**src/rtl/muldiv_pkg.sv**
```systemverilog
// -----------------------------------------------------------------------------
// muldiv_pkg
// Shared definitions for the iterative multiply/divide unit and its HI/LO
// register file: operation encodings, sequencer state encodings and the
// default operand width.
// Optional build macro used by the files of this block: MULDIV_DIV0_FLAG_EN
// (adds a div0 flag and a fast divide-by-zero path).
// -----------------------------------------------------------------------------
package muldiv_pkg;

   // Default operand width; HI and LO are each this wide.
   localparam int DEF_DATA_WIDTH = 32;

   // Operation select encodings.
   localparam logic [1:0] OP_MULT  = 2'd0;
   localparam logic [1:0] OP_MULTU = 2'd1;
   localparam logic [1:0] OP_DIV   = 2'd2;
   localparam logic [1:0] OP_DIVU  = 2'd3;

   // Sequencer states.
   typedef enum logic [1:0] {
      IDLE = 2'd0,
      CALC = 2'd1,
      FIX  = 2'd2,
      DONE = 2'd3
   } state_e;

endpackage

```
**src/rtl/muldiv_if.sv**
```systemverilog
// -----------------------------------------------------------------------------
// muldiv_if
// Pipeline <-> multiply/divide unit bundle.
//   master (pipeline side): drives start, op, rs_data, rt_data, mthi, mtlo,
//                           mt_data, hilo_rd; observes hi, lo, busy, done,
//                           stall (and div0 when MULDIV_DIV0_FLAG_EN is set).
//   slave  (unit side)    : the mirror image.
// Build macro: MULDIV_DIV0_FLAG_EN adds the div0 signal.
// -----------------------------------------------------------------------------
interface muldiv_if import muldiv_pkg::*; #(
   parameter int DATA_WIDTH = DEF_DATA_WIDTH,
   parameter int OP_WIDTH   = 2
);
   logic                  start;
   logic [OP_WIDTH-1:0]   op;
   logic [DATA_WIDTH-1:0] rs_data;
   logic [DATA_WIDTH-1:0] rt_data;
   logic                  mthi;
   logic                  mtlo;
   logic [DATA_WIDTH-1:0] mt_data;
   logic                  hilo_rd;
   logic [DATA_WIDTH-1:0] hi;
   logic [DATA_WIDTH-1:0] lo;
   logic                  busy;
   logic                  done;
   logic                  stall;
`ifdef MULDIV_DIV0_FLAG_EN
   logic                  div0;
`endif

   modport master (
      output start, op, rs_data, rt_data, mthi, mtlo, mt_data, hilo_rd,
      input  hi, lo, busy, done, stall
`ifdef MULDIV_DIV0_FLAG_EN
      , input div0
`endif
   );

   modport slave (
      input  start, op, rs_data, rt_data, mthi, mtlo, mt_data, hilo_rd,
      output hi, lo, busy, done, stall
`ifdef MULDIV_DIV0_FLAG_EN
      , output div0
`endif
   );

endinterface

```
**src/rtl/muldiv_step.sv**
```systemverilog
// -----------------------------------------------------------------------------
// muldiv_step
// One combinational iteration of the unsigned engine.
//   mode     : 0 = shift-add multiply, 1 = restoring divide
//   acc      : partial product high half / partial remainder
//   sreg     : multiplier being consumed (LSB first) / dividend being consumed
//              (MSB first) while quotient bits shift in at the bottom
//   opnd     : multiplicand / divisor magnitude
//   acc_nxt, sreg_nxt : values after this iteration
// After DATA_WIDTH iterations {acc,sreg} is the product, or acc is the
// remainder and sreg the quotient.
// -----------------------------------------------------------------------------
module muldiv_step import muldiv_pkg::*; #(
   parameter int DATA_WIDTH = DEF_DATA_WIDTH
) (
   input  logic                  mode,
   input  logic [DATA_WIDTH-1:0] acc,
   input  logic [DATA_WIDTH-1:0] sreg,
   input  logic [DATA_WIDTH-1:0] opnd,
   output logic [DATA_WIDTH-1:0] acc_nxt,
   output logic [DATA_WIDTH-1:0] sreg_nxt
);

   logic [DATA_WIDTH:0]   sum_s;
   logic [DATA_WIDTH:0]   rem_sh_s;
   logic [DATA_WIDTH-1:0] diff_s;
   logic                  ge_s;

   // Single multiply or divide iteration.
   always_comb begin
      // Multiply: conditionally add, keeping the carry so the right shift
      // brings it back into the accumulator MSB.
      sum_s    = {1'b0, acc} + {1'b0, (sreg[0] ? opnd : {DATA_WIDTH{1'b0}})};
      // Divide: shift the next dividend bit into the partial remainder.
      rem_sh_s = {acc, sreg[DATA_WIDTH-1]};
      ge_s     = (rem_sh_s >= {1'b0, opnd});
      // When ge_s holds the difference is below the divisor, so the low
      // bits of the subtraction are the full result.
      diff_s   = rem_sh_s[DATA_WIDTH-1:0] - opnd;
      if (mode) begin
         acc_nxt  = ge_s ? diff_s : rem_sh_s[DATA_WIDTH-1:0];
         sreg_nxt = {sreg[DATA_WIDTH-2:0], ge_s};
      end else begin
         acc_nxt  = sum_s[DATA_WIDTH:1];
         sreg_nxt = {sum_s[0], sreg[DATA_WIDTH-1:1]};
      end
   end

endmodule

```
**src/rtl/muldiv_sequencer.sv**
```systemverilog
// -----------------------------------------------------------------------------
// muldiv_sequencer
// Iterative multiply/divide unit and owner of the HI/LO registers.
//   clk  : rising-edge clock
//   rst  : asynchronous, active-low reset
//   bus  : muldiv_if.slave -- start/op/rs_data/rt_data request, mthi/mtlo/
//          mt_data writes, hilo_rd read indication; hi/lo/busy/done/stall
//          (and div0) back to the pipeline.
// Operands are reduced to magnitudes at start, the unsigned engine runs
// DATA_WIDTH steps (CALC), FIX applies the stored signs and writes HI/LO, and
// DONE pulses done for one cycle.
// Build macro: MULDIV_DIV0_FLAG_EN -- DIV/DIVU by zero skips CALC, leaves
// HI/LO untouched and pulses div0 together with done.
// -----------------------------------------------------------------------------
module muldiv_sequencer import muldiv_pkg::*; #(
   parameter int DATA_WIDTH = DEF_DATA_WIDTH,
   parameter int OP_WIDTH   = 2,
   parameter int CNT_WIDTH  = 6
) (
   input  logic     clk,
   input  logic     rst,
   muldiv_if.slave  bus
);

   localparam logic [1:0] ST_IDLE = IDLE;
   localparam logic [1:0] ST_CALC = CALC;
   localparam logic [1:0] ST_FIX  = FIX;
   localparam logic [1:0] ST_DONE = DONE;

   localparam logic [CNT_WIDTH-1:0] CNT_LAST = CNT_WIDTH'(DATA_WIDTH - 1);
   localparam logic [CNT_WIDTH-1:0] CNT_ONE  = {{(CNT_WIDTH-1){1'b0}}, 1'b1};

   logic [1:0]              state_r;
   logic [1:0]              state_nxt_s;
   logic [CNT_WIDTH-1:0]    cnt_r;
   logic [DATA_WIDTH-1:0]   acc_r;
   logic [DATA_WIDTH-1:0]   sreg_r;
   logic [DATA_WIDTH-1:0]   opnd_r;
   logic [DATA_WIDTH-1:0]   acc_nxt_s;
   logic [DATA_WIDTH-1:0]   sreg_nxt_s;
   logic                    div_r;
   logic                    neg_q_r;
   logic                    neg_r_r;
   logic [DATA_WIDTH-1:0]   hi_r;
   logic [DATA_WIDTH-1:0]   lo_r;
   logic                    busy_r;
   logic                    done_r;
   logic                    accept_s;
   logic                    is_div_s;
   logic                    is_signed_s;
   logic                    a_neg_s;
   logic                    b_neg_s;
   logic                    mt_ok_s;
   logic [2*DATA_WIDTH-1:0] prod_fix_s;
   logic [DATA_WIDTH-1:0]   quo_fix_s;
   logic [DATA_WIDTH-1:0]   rem_fix_s;
`ifdef MULDIV_DIV0_FLAG_EN
   logic                    div0_r;
   logic                    div0_hit_s;
`endif

   // Two's-complement negate when neg is set (magnitude or sign restore).
   function automatic logic [DATA_WIDTH-1:0] apply_sign(
      input logic [DATA_WIDTH-1:0] v,
      input logic                  neg
   );
      apply_sign = neg ? (~v + {{(DATA_WIDTH-1){1'b0}}, 1'b1}) : v;
   endfunction

   // Request decode and acceptance window.
   always_comb begin
      is_div_s    = (bus.op == OP_WIDTH'(OP_DIV))  | (bus.op == OP_WIDTH'(OP_DIVU));
      is_signed_s = (bus.op == OP_WIDTH'(OP_MULT)) | (bus.op == OP_WIDTH'(OP_DIV));
      a_neg_s     = is_signed_s & bus.rs_data[DATA_WIDTH-1];
      // A zero divisor is never negative, so it is treated as positive.
      b_neg_s     = is_signed_s & bus.rt_data[DATA_WIDTH-1];
      // DONE accepts requests like IDLE because stall is released there.
      mt_ok_s     = (state_r == ST_IDLE) | (state_r == ST_DONE);
   end

   // Next-state logic.
   always_comb begin
      state_nxt_s = state_r;
      accept_s    = 1'b0;
`ifdef MULDIV_DIV0_FLAG_EN
      div0_hit_s  = 1'b0;
`endif
      case (state_r)
         ST_IDLE, ST_DONE: begin
            if (bus.start) begin
               accept_s = 1'b1;
`ifdef MULDIV_DIV0_FLAG_EN
               if (is_div_s && (bus.rt_data == {DATA_WIDTH{1'b0}})) begin
                  state_nxt_s = ST_DONE;
                  div0_hit_s  = 1'b1;
               end else begin
                  state_nxt_s = ST_CALC;
               end
`else
               state_nxt_s = ST_CALC;
`endif
            end else begin
               state_nxt_s = ST_IDLE;
            end
         end
         ST_CALC: begin
            if (cnt_r == CNT_LAST) begin
               state_nxt_s = ST_FIX;
            end else begin
               state_nxt_s = ST_CALC;
            end
         end
         ST_FIX:  state_nxt_s = ST_DONE;
         default: state_nxt_s = ST_IDLE;
      endcase
   end

   // Sign correction of the unsigned engine result.
   always_comb begin
      if (neg_q_r) begin
         prod_fix_s = ~{acc_r, sreg_r} + {{(2*DATA_WIDTH-1){1'b0}}, 1'b1};
      end else begin
         prod_fix_s = {acc_r, sreg_r};
      end
      quo_fix_s = apply_sign(sreg_r, neg_q_r);
      rem_fix_s = apply_sign(acc_r, neg_r_r);
   end

   muldiv_step #(.DATA_WIDTH(DATA_WIDTH)) u_step (
      .mode     (div_r),
      .acc      (acc_r),
      .sreg     (sreg_r),
      .opnd     (opnd_r),
      .acc_nxt  (acc_nxt_s),
      .sreg_nxt (sreg_nxt_s)
   );

   // State, iteration counter and registered busy/done flags.
   always_ff @(posedge clk or negedge rst) begin
      if (!rst) begin
         state_r <= ST_IDLE;
         cnt_r   <= {CNT_WIDTH{1'b0}};
         busy_r  <= 1'b0;
         done_r  <= 1'b0;
      end else begin
         state_r <= state_nxt_s;
         busy_r  <= (state_nxt_s != ST_IDLE);
         done_r  <= (state_nxt_s == ST_DONE);
         if (accept_s) begin
            cnt_r <= {CNT_WIDTH{1'b0}};
         end else if (state_r == ST_CALC) begin
            cnt_r <= cnt_r + CNT_ONE;
         end
      end
   end

   // Engine registers: latch magnitudes and signs at start, iterate in CALC.
   always_ff @(posedge clk or negedge rst) begin
      if (!rst) begin
         acc_r   <= {DATA_WIDTH{1'b0}};
         sreg_r  <= {DATA_WIDTH{1'b0}};
         opnd_r  <= {DATA_WIDTH{1'b0}};
         div_r   <= 1'b0;
         neg_q_r <= 1'b0;
         neg_r_r <= 1'b0;
      end else if (accept_s) begin
         acc_r   <= {DATA_WIDTH{1'b0}};
         sreg_r  <= apply_sign(bus.rs_data, a_neg_s);
         opnd_r  <= apply_sign(bus.rt_data, b_neg_s);
         div_r   <= is_div_s;
         neg_q_r <= a_neg_s ^ b_neg_s;
         neg_r_r <= a_neg_s;
      end else if (state_r == ST_CALC) begin
         acc_r   <= acc_nxt_s;
         sreg_r  <= sreg_nxt_s;
      end
   end

   // HI/LO: results from FIX, MTHI/MTLO when idle; start drops MT writes.
   always_ff @(posedge clk or negedge rst) begin
      if (!rst) begin
         hi_r <= {DATA_WIDTH{1'b0}};
         lo_r <= {DATA_WIDTH{1'b0}};
      end else if (state_r == ST_FIX) begin
         if (div_r) begin
            hi_r <= rem_fix_s;
            lo_r <= quo_fix_s;
         end else begin
            {hi_r, lo_r} <= prod_fix_s;
         end
      end else if (mt_ok_s && !bus.start) begin
         if (bus.mthi) begin
            hi_r <= bus.mt_data;
         end
         if (bus.mtlo) begin
            lo_r <= bus.mt_data;
         end
      end
   end

`ifdef MULDIV_DIV0_FLAG_EN
   // Divide-by-zero flag, aligned with the done pulse.
   always_ff @(posedge clk or negedge rst) begin
      if (!rst) begin
         div0_r <= 1'b0;
      end else begin
         div0_r <= div0_hit_s;
      end
   end

   assign bus.div0 = div0_r;
`endif

   assign bus.hi    = hi_r;
   assign bus.lo    = lo_r;
   assign bus.busy  = busy_r;
   assign bus.done  = done_r;
   // Hold any unit/HI-LO request while in flight; DONE lets it through.
   assign bus.stall = busy_r & (bus.start | bus.mthi | bus.mtlo | bus.hilo_rd) & ~done_r;

endmodule
```
**src/flat_wrapper.sv**
```systemverilog
// flat-port wrapper written by rule: the top's interface ports become plain ports
module muldiv_sequencer_flat import muldiv_pkg::*;
#(
   parameter int DATA_WIDTH = DEF_DATA_WIDTH,
   parameter int OP_WIDTH   = 2,
   parameter int CNT_WIDTH  = 6
)
  (clk, rst, bus_start, bus_op, bus_rs_data, bus_rt_data, bus_mthi, bus_mtlo, bus_mt_data, bus_hilo_rd, bus_hi, bus_lo, bus_busy, bus_done, bus_stall);
  muldiv_if #(.DATA_WIDTH(DATA_WIDTH), .OP_WIDTH(OP_WIDTH)) bus_i ();
  input  logic clk;
  input  logic rst;
  input wire logic [$bits(bus_i.start)-1:0] bus_start;
  input wire logic [$bits(bus_i.op)-1:0] bus_op;
  input wire logic [$bits(bus_i.rs_data)-1:0] bus_rs_data;
  input wire logic [$bits(bus_i.rt_data)-1:0] bus_rt_data;
  input wire logic [$bits(bus_i.mthi)-1:0] bus_mthi;
  input wire logic [$bits(bus_i.mtlo)-1:0] bus_mtlo;
  input wire logic [$bits(bus_i.mt_data)-1:0] bus_mt_data;
  input wire logic [$bits(bus_i.hilo_rd)-1:0] bus_hilo_rd;
  output wire logic [$bits(bus_i.hi)-1:0] bus_hi;
  output wire logic [$bits(bus_i.lo)-1:0] bus_lo;
  output wire logic [$bits(bus_i.busy)-1:0] bus_busy;
  output wire logic [$bits(bus_i.done)-1:0] bus_done;
  output wire logic [$bits(bus_i.stall)-1:0] bus_stall;
  assign bus_i.start = bus_start;
  assign bus_i.op = bus_op;
  assign bus_i.rs_data = bus_rs_data;
  assign bus_i.rt_data = bus_rt_data;
  assign bus_i.mthi = bus_mthi;
  assign bus_i.mtlo = bus_mtlo;
  assign bus_i.mt_data = bus_mt_data;
  assign bus_i.hilo_rd = bus_hilo_rd;
  assign bus_hi = bus_i.hi;
  assign bus_lo = bus_i.lo;
  assign bus_busy = bus_i.busy;
  assign bus_done = bus_i.done;
  assign bus_stall = bus_i.stall;
  muldiv_sequencer #(.DATA_WIDTH(DATA_WIDTH), .OP_WIDTH(OP_WIDTH), .CNT_WIDTH(CNT_WIDTH)) u_core (.clk(clk), .rst(rst), .bus(bus_i));
endmodule
```
**config.mk**
```make
export PLATFORM = sky130hd
export DESIGN_NAME = muldiv_sequencer_flat
export DESIGN_NICKNAME = d
export VERILOG_FILES = /design/src/rtl/muldiv_pkg.sv /design/src/rtl/muldiv_if.sv /design/src/rtl/muldiv_step.sv /design/src/rtl/muldiv_sequencer.sv /design/src/flat_wrapper.sv
export SDC_FILE = /design/constraint.sdc
export NUM_CORES = 1
export LEC_CHECK = 0
export BUFFER_PORTS_ARGS = -buffer_cell sky130_fd_sc_hd__buf_2
export CAP_MARGIN = 25
export CORE_ASPECT_RATIO = 1.2
export CORE_MARGIN = 1
export CORE_UTILIZATION = 60
export DETAILED_ROUTE_END_ITERATION = 10
export HOLD_SLACK_MARGIN = 0.05
export PLACE_DENSITY_LB_ADDON = 0.2
export SLEW_MARGIN = 40
export SYNTH_ARGS = -nofsm -noshare
export SYNTH_HDL_FRONTEND = slang
export SYNTH_HIERARCHICAL = 1
export SYNTH_SLANG_ARGS = --single-unit
```
**constraint.sdc**
```tcl
create_clock -name clk -period 8.6 [get_ports clk]
set_input_delay 0.43 -clock clk [delete_from_list [all_inputs] [get_ports clk]]
set_output_delay 0.43 -clock clk [all_outputs]
set_load 0.1 [all_outputs]
```
==> results.json <==
{
  "library_cells_used_by_synthesis": 89,
  "ys_top_cells_by_count": "174 x sky130_fd_sc_hd__nor2_1, 173 x sky130_fd_sc_hd__dfrtp_1, 168 x sky130_fd_sc_hd__a21oi_1",
  "cp_data_required_time_ps": 8890,
  "timing.slew.headroom_pct": 44.8,
  "whs_endpoint": "u_core/div_r",
  "run_status": "complete, no violations",
  "ctsLongestPathBuffers": 2,
  "grt_start_max_net_pins": 106,
  "detail_route.wirelength_um": 48900,
  "die-area_sq_um": 26900,
  "cp_max_fo": 52,
  "endpoint_kind": "register",
  "post_cts.resized_instances": 0,
  "place.detailed.hpwl_um": 37200,
  "drtIter0Drc": 1196,
  "layout_worst_path_cycle_share_pct": 44.1,
  "cts.hold.buffers_added": 1,
  "number_of_global_route_vias_before_repair": 14400,
  "placementRows": 64,
  "ioPinCount": 171,
  "chipWidth_um": 150,
  "yosys.cell_count.top_type": "sky130_fd_sc_hd__nor2_1",
  "start_util_pct": 61.4,
  "synth.ff_latch_count": 173,
  "routed_wire_length_per_instance_um": 20.7,
  "min_period_ps": 3790,
  "timing.setup.tns_ps": 0,
  "grt_setup_unrepaired": "false",
  "synthesis.instances": 1920,
  "grtUsageTotal_pct": 36.4,
  "setup_viol_count_final": 0,
  "filler_cell_count": 2160,
  "min_from": "bus_op[1]",
  "max_cap_violations": 0,
  "slew_violations": 0,
  "synthesis.nets": 2097,
  "grt_first_pass_wirelength_um": 76600,
  "syn_area_per_cell_sq_um": 8.20,
  "synthArstFlopShare_pct": 100,
  "clock_sink_count": 173,
  "layout-drive-gt1-share_pct": 16.9,
  "cts_htree_levels": 4,
  "synthFlopType": "sky130_fd_sc_hd__dfrtp_1",
  "antenna_cells": 0,
  "worst_slew_pin_slew_ps": 827,
  "synth.area.top_cells": "sky130_fd_sc_hd__dfrtp_1 28%, sky130_fd_sc_hd__mux2i_1 6.4%, sky130_fd_sc_hd__ha_1 5.6%",
  "io_buffers": 170,
  "maxClockFrequency_ghz": 0.264,
  "finalHoldViolCount": 0,
  "synth_enable_flop_cells": 0,
  "total_drc_errors_in_the_routed_layout": 0,
  "firstDrtPassIters": 5,
  "antenna_found_initial": 0,
  "worst_reg2reg_setup_slack_ps": 4810,
  "global_route.overflow_total": 0,
  "worstRegToRegCells": 13,
  "min_path_cells": 3,
  "gp_congestion": 1.00,
  "startpoint_type": "register",
  "timing.critical_path.arrival_ps": 4080,
  "flow.area_growth_from_synthesis_pct": 10.3,
  "clock_insertion_delay_worst_skew_ps": 450,
  "type_of_the_tightest_min_delay_check": "in2reg",
  "timing_worst_setup_path_type": "reg2reg",
  "buffer_cell_driving_the_clock_tree_root": "sky130_fd_sc_hd__clkbuf_16",
  "synth_seq_area_share_pct": 27.5,
  "die_height_um": 179,
  "cts-buffers-inserted": 17,
  "detail_route.vias_per_cell": 6.43,
  "clk_skew_ps": 15.3,
  "synth_top_area_share_pct": 27.5,
  "setup_fix_bufs_post_cts": 0,
  "tritoncts": "built",
  "clk_pin_slew_ps": 70,
  "r2r-end": "u_core/acc_r[4]",
  "synth.largest_area_cell": "sky130_fd_sc_hd__dfrtp_1",
  "std_cell_core_area_sq_um": 25600,
  "synth_area_sq_um": 15700,
  "route.vias.total": 15200,
  "antenna_left": 0,
  "layout_nets": 2194,
  "reg2reg_from": "u_core/acc_r[0]",
  "yosysWarningCount": 6
}
-- how the worst max path moves through the flow --
stage	from	end	slack (ps)	depth (start not counted)
2_1_floorplan	u_core/bus.busy	bus_stall	4960	1
3_3_place_gp	u_core/acc_r[0]	u_core/acc_r[17]	4940	13
3_5_place_dp	u_core/acc_r[0]	u_core/acc_r[17]	4850	13
4_1_cts	u_core/acc_r[0]	u_core/acc_r[17]	4840	13
5_1_grt	u_core/acc_r[0]	u_core/acc_r[17]	4540	13
6_report	u_core/acc_r[0]	u_core/acc_r[4]	4810	13
-- critical path, stage by stage, from the launching register on --
cell and delay, ps:
sky130_fd_sc_hd__dfrtp_1 610, sky130_fd_sc_hd__ha_1 330, sky130_fd_sc_hd__nor2b_1 160, sky130_fd_sc_hd__o31ai_1 370, sky130_fd_sc_hd__a21oi_2 170, sky130_fd_sc_hd__o2111ai_1 370
sky130_fd_sc_hd__a21boi_2 150, sky130_fd_sc_hd__o21ai_4 160, sky130_fd_sc_hd__buf_4 520, sky130_fd_sc_hd__mux2_2 410, sky130_fd_sc_hd__nand2_1 60, sky130_fd_sc_hd__o21ai_0 80
sky130_fd_sc_hd__mux2i_1 160, sky130_fd_sc_hd__nor2_1 50
-- final cells by class --
| type | instances | area [sq um] | share of cell area [%] |
|---|---|---|---|
| flip-flops and latches | 173 | 4330 | 25.0 |
| clock buffers | 19 | 453 | 2.61 |
| clock inverters | 12 | 114 | 0.656 |
| multi-input cells | 1576 | 10800 | 62.3 |
| repair buffers | 183 | 976 | 5.62 |
| inverters | 66 | 248 | 1.43 |
| well taps | 330 | 413 | 2.38 |
-- stage by stage --
step	utilization, %	std cells	setup WS [ps]	hold WS [ps]	instance area [sq um]
after detailed placement	65.4	2327	4850	353	16800
after global routing	67.7	2359	4540	262	17400
after global placement	65.2	2327	4940	345	16700
after CTS	67.7	2359	4840	230	17300
after floorplan	-	1920	4960	134	15700
final	67.7	2359	4810	237	17400
-- cells by family (layout without fill, tap and decap cells) --
kind of cell,after synthesis,after routing,synth area share (%)
AOI/OAI and AO/OA,533,533,21.6
xor gates and xnor gates,162,162,9.02
adders and majority gates,73,73,5.90
buffers and inverters,171,280,4.26
DFF,173,173,27.5
muxes,169,169,11.3
and+or+nand+nor,639,639,20.5
-- routing by layer --
layer | GRT usage, % | wire length (um)
met1 | 43.8 | 19500
met5 | 0 | 0
met2 | 63.4 | 24300
met3 | 4.29 | 2620
met4 | 18.3 | 2560
-- sequential cells by signal, indices dropped and copies added, names as in the netlist --
name	cells
u_core/bus.hi	32
u_core/bus.done	1
u_core/acc_r	32
u_core/neg_q_r	1
u_core/bus.busy	1
u_core/cnt_r	6
u_core/neg_r_r	1
u_core/div_r	1
u_core/bus.lo	32
u_core/opnd_r	32
u_core/state_r	2
u_core/sreg_r	32
-- cell usage in the layout (no fill, tap or decap), types with 35 or more instances in the layout --
cell / count
sky130_fd_sc_hd__mux2i_1: 100
sky130_fd_sc_hd__o21ai_0: 129
sky130_fd_sc_hd__buf_2: 169
sky130_fd_sc_hd__nand2_1: 159
sky130_fd_sc_hd__mux2_2: 69
sky130_fd_sc_hd__inv_1: 65
sky130_fd_sc_hd__ha_1: 69
sky130_fd_sc_hd__dfrtp_1: 172
sky130_fd_sc_hd__and2_1: 36
sky130_fd_sc_hd__xor2_1: 68
sky130_fd_sc_hd__a21o_1: 35
sky130_fd_sc_hd__a21oi_1: 168
sky130_fd_sc_hd__nor3_1: 41
sky130_fd_sc_hd__nor2_1: 173
sky130_fd_sc_hd__xnor2_1: 94
Power is left out: the tool's default activity adds up to more than one toggle a clock period on the data nets, which glitch-free logic cannot reach.
